[config.mk]
export PLATFORM = sky130hd
export DESIGN_NAME = ad7671_scan_ctrl
export DESIGN_NICKNAME = d
export VERILOG_FILES = /design/src/rtl/ad7671_pkg.sv /design/src/rtl/ad7671_sync_fifo.sv /design/src/rtl/ad7671_scan_ctrl.sv
export SDC_FILE = /design/constraint.sdc
export NUM_CORES = 1
export LEC_CHECK = 0
export BUFFER_PORTS_ARGS = -buffer_cell sky130_fd_sc_hd__buf_2
export CAP_MARGIN = 20
export CORE_UTILIZATION = 62
export DETAILED_ROUTE_END_ITERATION = 8
export PLACE_DENSITY = 0.8
export SYNTH_ARGS = -nofsm -noshare
export SYNTH_HDL_FRONTEND = slang
export SYNTH_HIERARCHICAL = 1
export SYNTH_SLANG_ARGS = --single-unit
[constraint.sdc]
create_clock -name clk -period 4.6 [get_ports clk]
set_clock_uncertainty 0.1 [all_clocks]
set_input_delay 0.92 -clock clk [delete_from_list [all_inputs] [get_ports clk]]
set_output_delay 0.92 -clock clk [all_outputs]
set_load 0.01 [all_outputs]
[src/rtl/ad7671_pkg.sv]
// Shared types and constants for the AD7671 conversion sequencer.
package ad7671_pkg;

  // Sequencer states.
  typedef enum logic [2:0] {
    ST_IDLE      = 3'd0,
    ST_CNV       = 3'd1,
    ST_SETTLE    = 3'd2,
    ST_WAIT_BUSY = 3'd3,
    ST_READ      = 3'd4,
    ST_GAP       = 3'd5
  } scan_state_e;

  // Fixed dwell after CNVST so BUSY has risen and crossed the synchroniser.
  localparam int SETTLE_CYC = 4;

  // Width of the shared phase counter (CNV, SETTLE, WAIT_BUSY, READ).
  localparam int CNT_W = 16;

  // Channel-index width; a single chip still carries a 1-bit tag.
  function automatic int ch_w(input int n_ch);
    return (n_ch > 1) ? $clog2(n_ch) : 1;
  endfunction

endpackage

[src/rtl/ad7671_sync_fifo.sv]
// First-word-fall-through synchronous FIFO with registered head and status.
module ad7671_sync_fifo #(
  parameter int WIDTH = 18,
  parameter int DEPTH = 16
) (
  input  logic               clk,
  input  logic               rst_n,
  input  logic               wr_en_i,
  input  logic [WIDTH-1:0]   wr_data_i,
  input  logic               rd_en_i,
  output logic [WIDTH-1:0]   rd_data_o,
  output logic               full_o,
  output logic               empty_o,
  output logic [$clog2(DEPTH):0] count_o
);

  localparam int ADDR_W = $clog2(DEPTH);

  logic [WIDTH-1:0]  mem_q [DEPTH];
  logic [ADDR_W-1:0] wr_ptr_q, wr_ptr_d;
  logic [ADDR_W-1:0] rd_ptr_q, rd_ptr_d;
  logic [ADDR_W:0]   count_q, count_d;
  logic [WIDTH-1:0]  rd_data_q, rd_data_d;
  logic              full_q, full_d;
  logic              empty_q, empty_d;
  logic              wr_ok_s, rd_ok_s;

  // Next pointers, occupancy and the head word that will be visible next cycle.
  always_comb begin
    // A write into a full FIFO is only allowed when the head leaves the same cycle.
    wr_ok_s  = wr_en_i && (!full_q || rd_en_i);
    rd_ok_s  = rd_en_i && !empty_q;
    wr_ptr_d = wr_ok_s ? (wr_ptr_q + ADDR_W'(1)) : wr_ptr_q;
    rd_ptr_d = rd_ok_s ? (rd_ptr_q + ADDR_W'(1)) : rd_ptr_q;
    count_d  = count_q + {{ADDR_W{1'b0}}, wr_ok_s} - {{ADDR_W{1'b0}}, rd_ok_s};
    full_d   = (count_d == (ADDR_W+1)'(DEPTH));
    empty_d  = (count_d == {(ADDR_W+1){1'b0}});
    if (empty_d) begin
      rd_data_d = {WIDTH{1'b0}};
    end else if (wr_ok_s && (rd_ptr_d == wr_ptr_q)) begin
      // New head is the word being written this cycle (bypass the array).
      rd_data_d = wr_data_i;
    end else begin
      rd_data_d = mem_q[rd_ptr_d];
    end
  end

  // Storage array; contents need no reset since the head register masks them.
  always_ff @(posedge clk) begin
    if (wr_ok_s) begin
      mem_q[wr_ptr_q] <= wr_data_i;
    end
  end

  // Pointer, count, status and head registers with synchronous reset.
  always_ff @(posedge clk) begin
    if (!rst_n) begin
      wr_ptr_q  <= {ADDR_W{1'b0}};
      rd_ptr_q  <= {ADDR_W{1'b0}};
      count_q   <= {(ADDR_W+1){1'b0}};
      rd_data_q <= {WIDTH{1'b0}};
      full_q    <= 1'b0;
      empty_q   <= 1'b1;
    end else begin
      wr_ptr_q  <= wr_ptr_d;
      rd_ptr_q  <= rd_ptr_d;
      count_q   <= count_d;
      rd_data_q <= rd_data_d;
      full_q    <= full_d;
      empty_q   <= empty_d;
    end
  end

  assign rd_data_o = rd_data_q;
  assign full_o    = full_q;
  assign empty_o   = empty_q;
  assign count_o   = count_q;

endmodule

[src/rtl/ad7671_scan_ctrl.sv]
// Conversion sequencer for a bank of AD7671 ADCs on a shared data bus:
// drives CNVST, waits for BUSY, strobes RD per enabled chip and queues
// channel-tagged samples in a FWFT FIFO.
module ad7671_scan_ctrl
  import ad7671_pkg::*;
#(
  parameter int N_CH         = 4,
  parameter int DATA_W       = 16,
  parameter int FIFO_DEPTH   = 16,
  parameter int CNV_LOW_CYC  = 2,
  parameter int RD_CYC       = 3,
  parameter int BUSY_TIMEOUT = 1024
) (
  input  logic                          clk,
  input  logic                          rst_n,
  input  logic                          start,
  input  logic                          cont,
  input  logic                          stop,
  input  logic [N_CH-1:0]               ch_mask,
  input  logic [15:0]                   scan_period,
  input  logic                          clr_err,
  output logic                          adc_cnvst_n,
  output logic [N_CH-1:0]               adc_rd_n,
  input  logic [N_CH-1:0]               adc_busy,
  input  logic [DATA_W-1:0]             adc_data,
  input  logic                          fifo_rd,
  output logic [ch_w(N_CH)+DATA_W-1:0]  fifo_dout,
  output logic                          fifo_empty,
  output logic                          fifo_full,
  output logic [$clog2(FIFO_DEPTH):0]   fifo_count,
  output logic                          active,
  output logic                          overrun,
  output logic                          timeout
);

  localparam int CH_W = ch_w(N_CH);

  scan_state_e       state_q, state_d;
  logic [CNT_W-1:0]  cnt_q, cnt_d;
  logic [15:0]       per_q, per_d;
  logic [N_CH-1:0]   mask_q, mask_d;
  logic              cont_q, cont_d;
  logic              stop_q, stop_d;
  logic [CH_W-1:0]   ch_q, ch_d;
  logic [DATA_W-1:0] data_q, data_d;
  logic [N_CH-1:0]   busy_s1_q, busy_s2_q;
  logic              cnvst_n_q, cnvst_n_d;
  logic [N_CH-1:0]   rd_n_q, rd_n_d;
  logic              active_q;
  logic              overrun_q, overrun_d;
  logic              timeout_q, timeout_d;
  logic              push_s, tmo_set_s, busy_clr_s, fifo_full_s;
  logic              nxt_vld_s;
  logic [CH_W-1:0]   nxt_ch_s;

  // Lowest enabled channel: from 0 when entering READ, above the current one inside READ.
  always_comb begin
    nxt_vld_s = 1'b0;
    nxt_ch_s  = {CH_W{1'b0}};
    for (int i = N_CH - 1; i >= 0; i--) begin
      nxt_vld_s = nxt_vld_s | (mask_q[i] && ((state_q != ST_READ) || (i > int'(ch_q))));
      nxt_ch_s  = (mask_q[i] && ((state_q != ST_READ) || (i > int'(ch_q)))) ? CH_W'(i) : nxt_ch_s;
    end
  end

  // Sequencer next-state logic.
  always_comb begin
    state_d    = state_q;
    cnt_d      = cnt_q + CNT_W'(1);
    mask_d     = mask_q;
    cont_d     = cont_q;
    stop_d     = stop_q | stop;
    ch_d       = ch_q;
    data_d     = data_q;
    push_s     = 1'b0;
    tmo_set_s  = 1'b0;
    busy_clr_s = ((busy_s2_q & mask_q) == {N_CH{1'b0}});
    per_d      = (per_q == 16'hFFFF) ? per_q : (per_q + 16'd1);

    case (state_q)
      ST_IDLE: begin
        cnt_d  = {CNT_W{1'b0}};
        stop_d = 1'b0;
        cont_d = 1'b0;
        if (start && (ch_mask != {N_CH{1'b0}})) begin
          mask_d  = ch_mask;
          cont_d  = cont;
          state_d = ST_CNV;
        end else begin
          state_d = ST_IDLE;
        end
      end
      ST_CNV: begin
        if (cnt_q == CNT_W'(CNV_LOW_CYC - 1)) begin
          cnt_d   = {CNT_W{1'b0}};
          state_d = ST_SETTLE;
        end else begin
          state_d = ST_CNV;
        end
      end
      ST_SETTLE: begin
        if (cnt_q == CNT_W'(SETTLE_CYC - 1)) begin
          cnt_d   = {CNT_W{1'b0}};
          state_d = ST_WAIT_BUSY;
        end else begin
          state_d = ST_SETTLE;
        end
      end
      ST_WAIT_BUSY: begin
        if (busy_clr_s) begin
          cnt_d   = {CNT_W{1'b0}};
          ch_d    = nxt_ch_s;
          state_d = ST_READ;
        end else if (cnt_q == CNT_W'(BUSY_TIMEOUT - 1)) begin
          // Abort the whole scan; nothing from this frame is queued.
          tmo_set_s = 1'b1;
          cont_d    = 1'b0;
          cnt_d     = {CNT_W{1'b0}};
          state_d   = ST_IDLE;
        end else begin
          state_d = ST_WAIT_BUSY;
        end
      end
      ST_READ: begin
        // cnt 0..RD_CYC-1: strobe low; cnt RD_CYC: all-high gap, push sample.
        if (cnt_q == CNT_W'(RD_CYC - 1)) begin
          data_d = adc_data;
        end else begin
          data_d = data_q;
        end
        if (cnt_q == CNT_W'(RD_CYC)) begin
          push_s = 1'b1;
          cnt_d  = {CNT_W{1'b0}};
          if (nxt_vld_s) begin
            ch_d    = nxt_ch_s;
            state_d = ST_READ;
          end else if (cont_q) begin
            state_d = ST_GAP;
          end else begin
            state_d = ST_IDLE;
          end
        end else begin
          state_d = ST_READ;
        end
      end
      ST_GAP: begin
        if (stop_q || stop) begin
          state_d = ST_IDLE;
        end else if (({1'b0, per_q} + 17'd1) >= {1'b0, scan_period}) begin
          cnt_d   = {CNT_W{1'b0}};
          state_d = ST_CNV;
        end else begin
          state_d = ST_GAP;
        end
      end
      default: begin
        cnt_d   = {CNT_W{1'b0}};
        cont_d  = 1'b0;
        state_d = ST_IDLE;
      end
    endcase

    // Period counter restarts on every CNVST falling edge.
    if ((state_d == ST_CNV) && (state_q != ST_CNV)) begin
      per_d = 16'd0;
    end else begin
      per_d = per_d;
    end
  end

  // Pin drive decoded from next state so the outputs come straight from flops.
  always_comb begin
    cnvst_n_d = (state_d != ST_CNV);
    rd_n_d    = {N_CH{1'b1}};
    if ((state_d == ST_READ) && (cnt_d < CNT_W'(RD_CYC))) begin
      rd_n_d[ch_d] = 1'b0;
    end else begin
      rd_n_d = {N_CH{1'b1}};
    end
  end

  // Sticky error flags; a new error beats a simultaneous clear.
  always_comb begin
    overrun_d = (push_s && fifo_full_s && !fifo_rd) ? 1'b1 : (clr_err ? 1'b0 : overrun_q);
    timeout_d = tmo_set_s ? 1'b1 : (clr_err ? 1'b0 : timeout_q);
  end

  // State, datapath, synchroniser and output registers with synchronous reset.
  always_ff @(posedge clk) begin
    if (!rst_n) begin
      state_q   <= ST_IDLE;
      cnt_q     <= {CNT_W{1'b0}};
      per_q     <= 16'd0;
      mask_q    <= {N_CH{1'b0}};
      cont_q    <= 1'b0;
      stop_q    <= 1'b0;
      ch_q      <= {CH_W{1'b0}};
      data_q    <= {DATA_W{1'b0}};
      busy_s1_q <= {N_CH{1'b0}};
      busy_s2_q <= {N_CH{1'b0}};
      cnvst_n_q <= 1'b1;
      rd_n_q    <= {N_CH{1'b1}};
      active_q  <= 1'b0;
      overrun_q <= 1'b0;
      timeout_q <= 1'b0;
    end else begin
      state_q   <= state_d;
      cnt_q     <= cnt_d;
      per_q     <= per_d;
      mask_q    <= mask_d;
      cont_q    <= cont_d;
      stop_q    <= stop_d;
      ch_q      <= ch_d;
      data_q    <= data_d;
      busy_s1_q <= adc_busy;
      busy_s2_q <= busy_s1_q;
      cnvst_n_q <= cnvst_n_d;
      rd_n_q    <= rd_n_d;
      active_q  <= (state_d != ST_IDLE);
      overrun_q <= overrun_d;
      timeout_q <= timeout_d;
    end
  end

  ad7671_sync_fifo #(
    .WIDTH (CH_W + DATA_W),
    .DEPTH (FIFO_DEPTH)
  ) u_fifo (
    .clk       (clk),
    .rst_n     (rst_n),
    .wr_en_i   (push_s),
    .wr_data_i ({ch_q, data_q}),
    .rd_en_i   (fifo_rd),
    .rd_data_o (fifo_dout),
    .full_o    (fifo_full_s),
    .empty_o   (fifo_empty),
    .count_o   (fifo_count)
  );

  assign fifo_full   = fifo_full_s;
  assign adc_cnvst_n = cnvst_n_q;
  assign adc_rd_n    = rd_n_q;
  assign active      = active_q;
  assign overrun     = overrun_q;
  assign timeout     = timeout_q;

endmodule

[Word-level counts from Yosys, hierarchy flattened]
Memories as Yosys holds them, arrays and structs flattened. A register that Yosys moved wholly into a read port is not among the register bits.
Index checks and enable logic that the tools add are counted.
Cells by class
  add/sub/neg operators: 7
  order comparisons: 7
  eq/ne operators: 18
  multiplexer cells: 43
  bitwise gates (word level): 8
  reductions and logical operators: 36
Operators with widths (number)
  $mux W16: 6
  $pmux W16 S4: 1
  $add A16 B1 Y16 const B: 2
  $eq A16 B2 Y1 const B: 2
  $mux W2: 9
  $mux W3: 6
  $pmux W3 S6: 1
  $add A16 B1 Y17 const B: 1
  $ge A17 B16 Y1: 1
  $eq A16 B1 Y1 const B: 1
  $eq A16 B10 Y1 const B: 1
  $eq A16 B16 Y1 const B: 1
  $lt A16 B2 Y1 const B: 1
  $mux W1: 16
  $logic_and A1 B1 Y1: 12
  $eq A3 B3 Y1 const B: 3
  $add A4 B1 Y4 const B: 2
  $reduce_or A2 Y1: 4
  $eq A3 B1 Y1 const B: 2
  $eq A3 B2 Y1 const B: 2
  $ne A3 B1 Y1 const B: 2
  $reduce_and A2 Y1: 3
  $add A5 B1 Y5: 1
  $eq A5 B5 Y1 const B: 1
  other kinds (25): 38
Word-level totals
  register bits after elaboration: 90
  memory bits (writable): 288
  word-level logic and storage cells: 140
  memories: 1
Memory list
  u_fifo.mem_q: words 16, width 18, rd ports 1, clocked after Yosys merged registers in 1, wr ports 1, line ad7671_sync_fifo.sv:19  | logic [WIDTH-1:0] mem_q [DEPTH];

[Longest topological paths before layout]
  depth after elaboration: 15
  gate-level depth with buffers: 20

[Cells and area by module]
The synthesis kept the hierarchy.
Modules (own cells, without submodules)
  ad7671_sync_fifo: times used 1, cells each 1002, area an instance 13754.4 µm², seq. area each 9308.9 µm²
  ad7671_scan_ctrl: times used 1, cells each 474, area an instance 4003.8 µm², seq. area each 1501.4 µm²

[Worst setup path after synthesis]
OpenSTA, ideal clock, no wires.
  kind: reg2reg
  start point: reg state_q[2]
  end point: reg u_fifo.rd_data_q[0] (netlist: u_fifo/rd_data_o[0]) (read register of u_fifo.mem_q)
  setup time: 0.142 ns
  arrival: 3.752 ns
  required time: 4.358 ns
  slack: 0.606 ns
  stages on the path, launching flop included: 18
  buffers on the path: 3
  path through: dfxtp_1 > buf_2 > nor3b_1 > nand3_1 > nor2_1 > and2_1 > clkbuf_1 > inv_1 > ha_1 > inv_1 > ha_1 > inv_1 > fa_1 > xnor2_1 > or4b_1 > o21ai_4 > buf_4 > a311oi_1
On the way
  cells in the longest elaborated chain, start to end: 7
Ends and longest elaborated chain
  start, declared: line ad7671_scan_ctrl.sv:38  | scan_state_e state_q, state_d;
  start signal, assigned: line ad7671_scan_ctrl.sv:207  | state_q <= state_d;
  $eq A3 B3 Y1: line ad7671_scan_ctrl.sv:80  | case (state_q)
  $mux W1: line ad7671_scan_ctrl.sv:80
  via push_s: line ad7671_scan_ctrl.sv:52  | logic push_s, tmo_set_s, busy_clr_s, fifo_full_s;
  $logic_and A1 B1 Y1: line ad7671_sync_fifo.sv:31  | wr_ok_s = wr_en_i && (!full_q || rd_en_i);
  $add A5 B1 Y5: line ad7671_sync_fifo.sv:35  | count_d = count_q + {{ADDR_W{1'b0}}, wr_ok_s} - {{ADDR_W{1'b0}}, rd_ok_s};
  $sub A5 B1 Y5: line ad7671_sync_fifo.sv:35
  $logic_not A5 Y1: line ad7671_sync_fifo.sv:37  | empty_d = (count_d == {(ADDR_W+1){1'b0}});
  $reduce_or A2 Y1 (no source line)
  end, declared: line ad7671_sync_fifo.sv:23  | logic [WIDTH-1:0] rd_data_q, rd_data_d;
The timed path passes the listed nets, and every way through them passes these cells.
A chain may end at the register's enable or synchronous reset.

[Worst setup path after layout]
  start point: reg cnt_q[10]
  end point: reg u_fifo.rd_data_q[17] (netlist: u_fifo/rd_data_o[17]) (read register of u_fifo.mem_q)
On the way
  cells in the longest elaborated chain, start to end: 8
Ends and longest elaborated chain
  start, declared: line ad7671_scan_ctrl.sv:39  | logic [CNT_W-1:0] cnt_q, cnt_d;
  start signal, assigned: line ad7671_scan_ctrl.sv:192  | cnt_q <= {CNT_W{1'b0}};
  start signal, assigned: line ad7671_scan_ctrl.sv:208  | cnt_q <= cnt_d;
  $eq A16 B2 Y1: line ad7671_scan_ctrl.sv:131  | if (cnt_q == CNT_W'(RD_CYC)) begin
  $mux W1: line ad7671_scan_ctrl.sv:131
  $mux W1: line ad7671_scan_ctrl.sv:80
  via push_s: line ad7671_scan_ctrl.sv:52
  $logic_and A1 B1 Y1: line ad7671_sync_fifo.sv:31
  $add A5 B1 Y5: line ad7671_sync_fifo.sv:35
  $sub A5 B1 Y5: line ad7671_sync_fifo.sv:35
  $logic_not A5 Y1: line ad7671_sync_fifo.sv:37
  $reduce_or A2 Y1 (no source line)
The timed path passes the listed nets, and every way through them passes these cells.

==> summary.txt <==
Synthesis
  • Synth Warn #: 6
  • Area of the mapped netlist: ~18,000 µm²
  • Cells after Synth: 1,476
  • Register bit count reported by yosys: 396
  • Synth area leaders: edfxtp_1 (49%), dfxtp_1 (12%), mux2i_1 (4.8%), nand2_1 (4.2%), a221oi_1 (3.2%)
  • Post-Syn Area per Cell: 12.03 µm²
  • Top-count cell post-synth: edfxtp_1
  • Yosys top cell area share: 0.4870
  • EDFF count, synth: 288
  • Ys async rst share: 0
  • Top post-synthesis cells by count: edfxtp_1 (288), nand2_1 (201), dfxtp_1 (108)
  • Biggest area consumer among synthesized cells: edfxtp_1
  • Post-Syn Nets: 1,554
  • Sequential area share after synthesis: 0.6088
  • Post-synthesis cell type count: 85
  • Ys flop type: edfxtp_1

Setup path
  • Crit path kind: reg -> reg
  • Reg-to-reg slack, setup: around 0.34 ns
  • R2R Path End: u_fifo/rd_data_o[17]
  • Critical path arrival: 4.54 ns
  • Origin of the critical flop-to-flop path: cnt_q[10]
  • Critical Path RT: approximately 4.9 ns
  • Max FO, Critical Path: 19
  • Critical Path End Type: flip-flop
  • Worst r2r path cells: 16
  • Crit path launch type: flip-flop

Min path
  • Min-Delay Path Class: reg -> reg
  • Hold endpoint: busy_s2_q[3]
  • Min-Delay Path Depth: 1
  • Hold Crit Start: busy_s1_q[3]

Place
  • Dpl ws: 0.4113 ns
  • Final GP Congestion: 0.8780
  • Hpwl dp: 25.59 mm
  • DP Cell Count: 1,883
  • Port bufs: 79
  • Dpl cell area: 18,600 µm²

CTS
  • # hold bufs at CTS: 0
  • Worst-Skew Late Latency: between 0.5 and 0.6 ns
  • Total CTS buffers: 39
  • Clk root buf: clkbuf_16
  • CTS clk-pin slew, worst paths: 0.06 ns
  • H-tree depth: 2
  • CTS tree: yes
  • Post-CTS repair timing setup buffer count: 0
  • CTS resizes: 0
  • Clock Path Buffers: 3
  • Clk sinks: 396

Finish
  • Ant diodes: 0
  • Final nets: ~1,600
  • Synthesis-to-layout area growth: 11.50%
  • Final instance area: between 15,000 and 20,000 µm²
  • Util after Layout: 0.7069
  • Share of layout cells above drive strength 1: 0.1446
  • Non-Filler Instances: 1,955

Routing
  • Iteration count of the initial detailed-routing pass: 7
  • Vias: 12,414
  • Remaining DRCs: 0
  • Aggregate routed wire length: 41.10 mm
  • Drt wl/cell: 21.02 µm
  • Drt via density: 6.350
  • Post-route ant nets: 0
  • Number of DRC markers in iteration 0: 1,095

Global route
  • Number of global-route vias before repair: 12,123
  • Largest net degree at the start of global routing: 73
  • Gr usage total: 0.2865
  • Initial antenna violation count: 0
  • Total gr overflow: 0
  • First-pass GRT wire length: 63.59 mm

Outcome
  • Status: completed

STA
  • Worst-Margin Slew: approximately 0.94 ns
  • Fin crit period: between 4 and 5 ns
  • Fmax: between 200 and 250 MHz
  • Hold WS: 0.3330 ns
  • Unrepaired setup endpoints after global routing: false
  • Max_slew headroom: 0.3726
  • Setup-violating endpoint count in the final report: 0
  • Final setup TNS: 0 ns
  • Hold Fails Final Rpt: 0
  • Setup ws final: 0.3387 ns
  • Fin crit share: 0.9264
  • Slew Viols, Final: 0

Die
  • I/O pin count: 80
  • Die area: 29,320 µm²
  • Chip height: 171.2 µm
  • Initial Util: 0.6340
  • Die W: 171.2 µm
  • # rows: 61
  • Core area: 28,010 µm²

Pwr
  • Total power: 8.693 mW
  • Pleak: 7.047 nW
  • Worst IR drop on VDD: 275.9 µV
  • Pwr per Cell Area: 439.0 nW/µm²

Flow run
  • MaxCap Viol Count: 0
## logic make-up after synthesis
family	after synthesis	share of synthesized area
xor gates and xnor gates	51	0.02853
and+or+nand+nor	518	0.1425
AOI/OAI and AO/OA	254	0.1114
buffers and inverters	136	0.03431
muxes	90	0.05228
adders and majority gates	31	0.02226
DFF	396	0.6088
## power by group
part | switching [mW] | internal [mW]
sequential | 0.0761 | 3.89
clock | 1.28 | 1.73
combinational | 1.06 | 0.663
total | 2.41 | 6.28
## area by class of cell
cell class,count,area (µm²)
clock buffers,61,1111
clock inverters,11,92.59
fillers,1868,8210
inverters,41,158.9
multi-input cells,944,6392
flip-flops and latches,396,10810
well taps,378,473.0
repair buffers,124,758.2
## worst max-delay path, stage by stage (launching register included)
cell	delay (ns)
dfxtp_1	0.38
nor4_1	0.46
and2_1	0.27
nand2_1	0.07
nor2_1	0.18
and2_1	0.33
inv_1	0.11
ha_1	0.30
inv_1	0.05
ha_1	0.16
inv_1	0.06
fa_1	0.40
xnor2_1	0.16
or4b_1	0.54
o21ai_4	0.14
buf_4	0.29
a311oi_1	0.10
## state kept, by name (all words and copies together) (netlist names), 5 cells and up
signal,cells
cnt_q,16
data_q,16
per_q,16
u_fifo/count_o,5
u_fifo/mem_q,288
u_fifo/rd_data_o,18
## how the worst max path moves through the flow
stage	slack [ns]	end	cells past startpoint	from
finish	0.34	u_fifo/rd_data_o[17]	16	cnt_q[10]
floorplan	0.61	u_fifo/rd_data_o[0]	17	state_q[2]
global placement	0.56	u_fifo/rd_data_o[1]	16	cnt_q[10]
CTS	0.38	u_fifo/rd_data_o[17]	16	cnt_q[10]
global route	0.14	u_fifo/rd_data_o[17]	16	cnt_q[10]
detailed placement	0.41	u_fifo/rd_data_o[17]	16	cnt_q[10]
## metal layers
metal	wire, µm	GRT usage
met1	16040	0.3517
met3	3041	0.04188
met2	20400	0.5021
met4	1626	0.1289
met5	0	0
## layout by cell type, fill, tap and decap left out, types with 7 or more instances in the layout
master,count
edfxtp_1,288
nand2_1,201
dfxtp_1,107
nor2_1,102
mux2i_1,86
buf_2,79
nand3_1,68
a221oi_1,65
buf_4,43
clkbuf_16,40
inv_1,38
a21oi_1,34
nand4_1,33
xnor2_1,31
ha_1,30
and2_1,24
a31oi_1,21
o211ai_1,20
o22ai_1,19
clkbuf_1,17
a311oi_1,17
o22a_1,16
xor2_1,15
nor2_4,12
o311ai_0,11
and3_1,9
nor3_1,8
nand2b_1,7
Note: power is estimated with default switching activity, not from simulation.
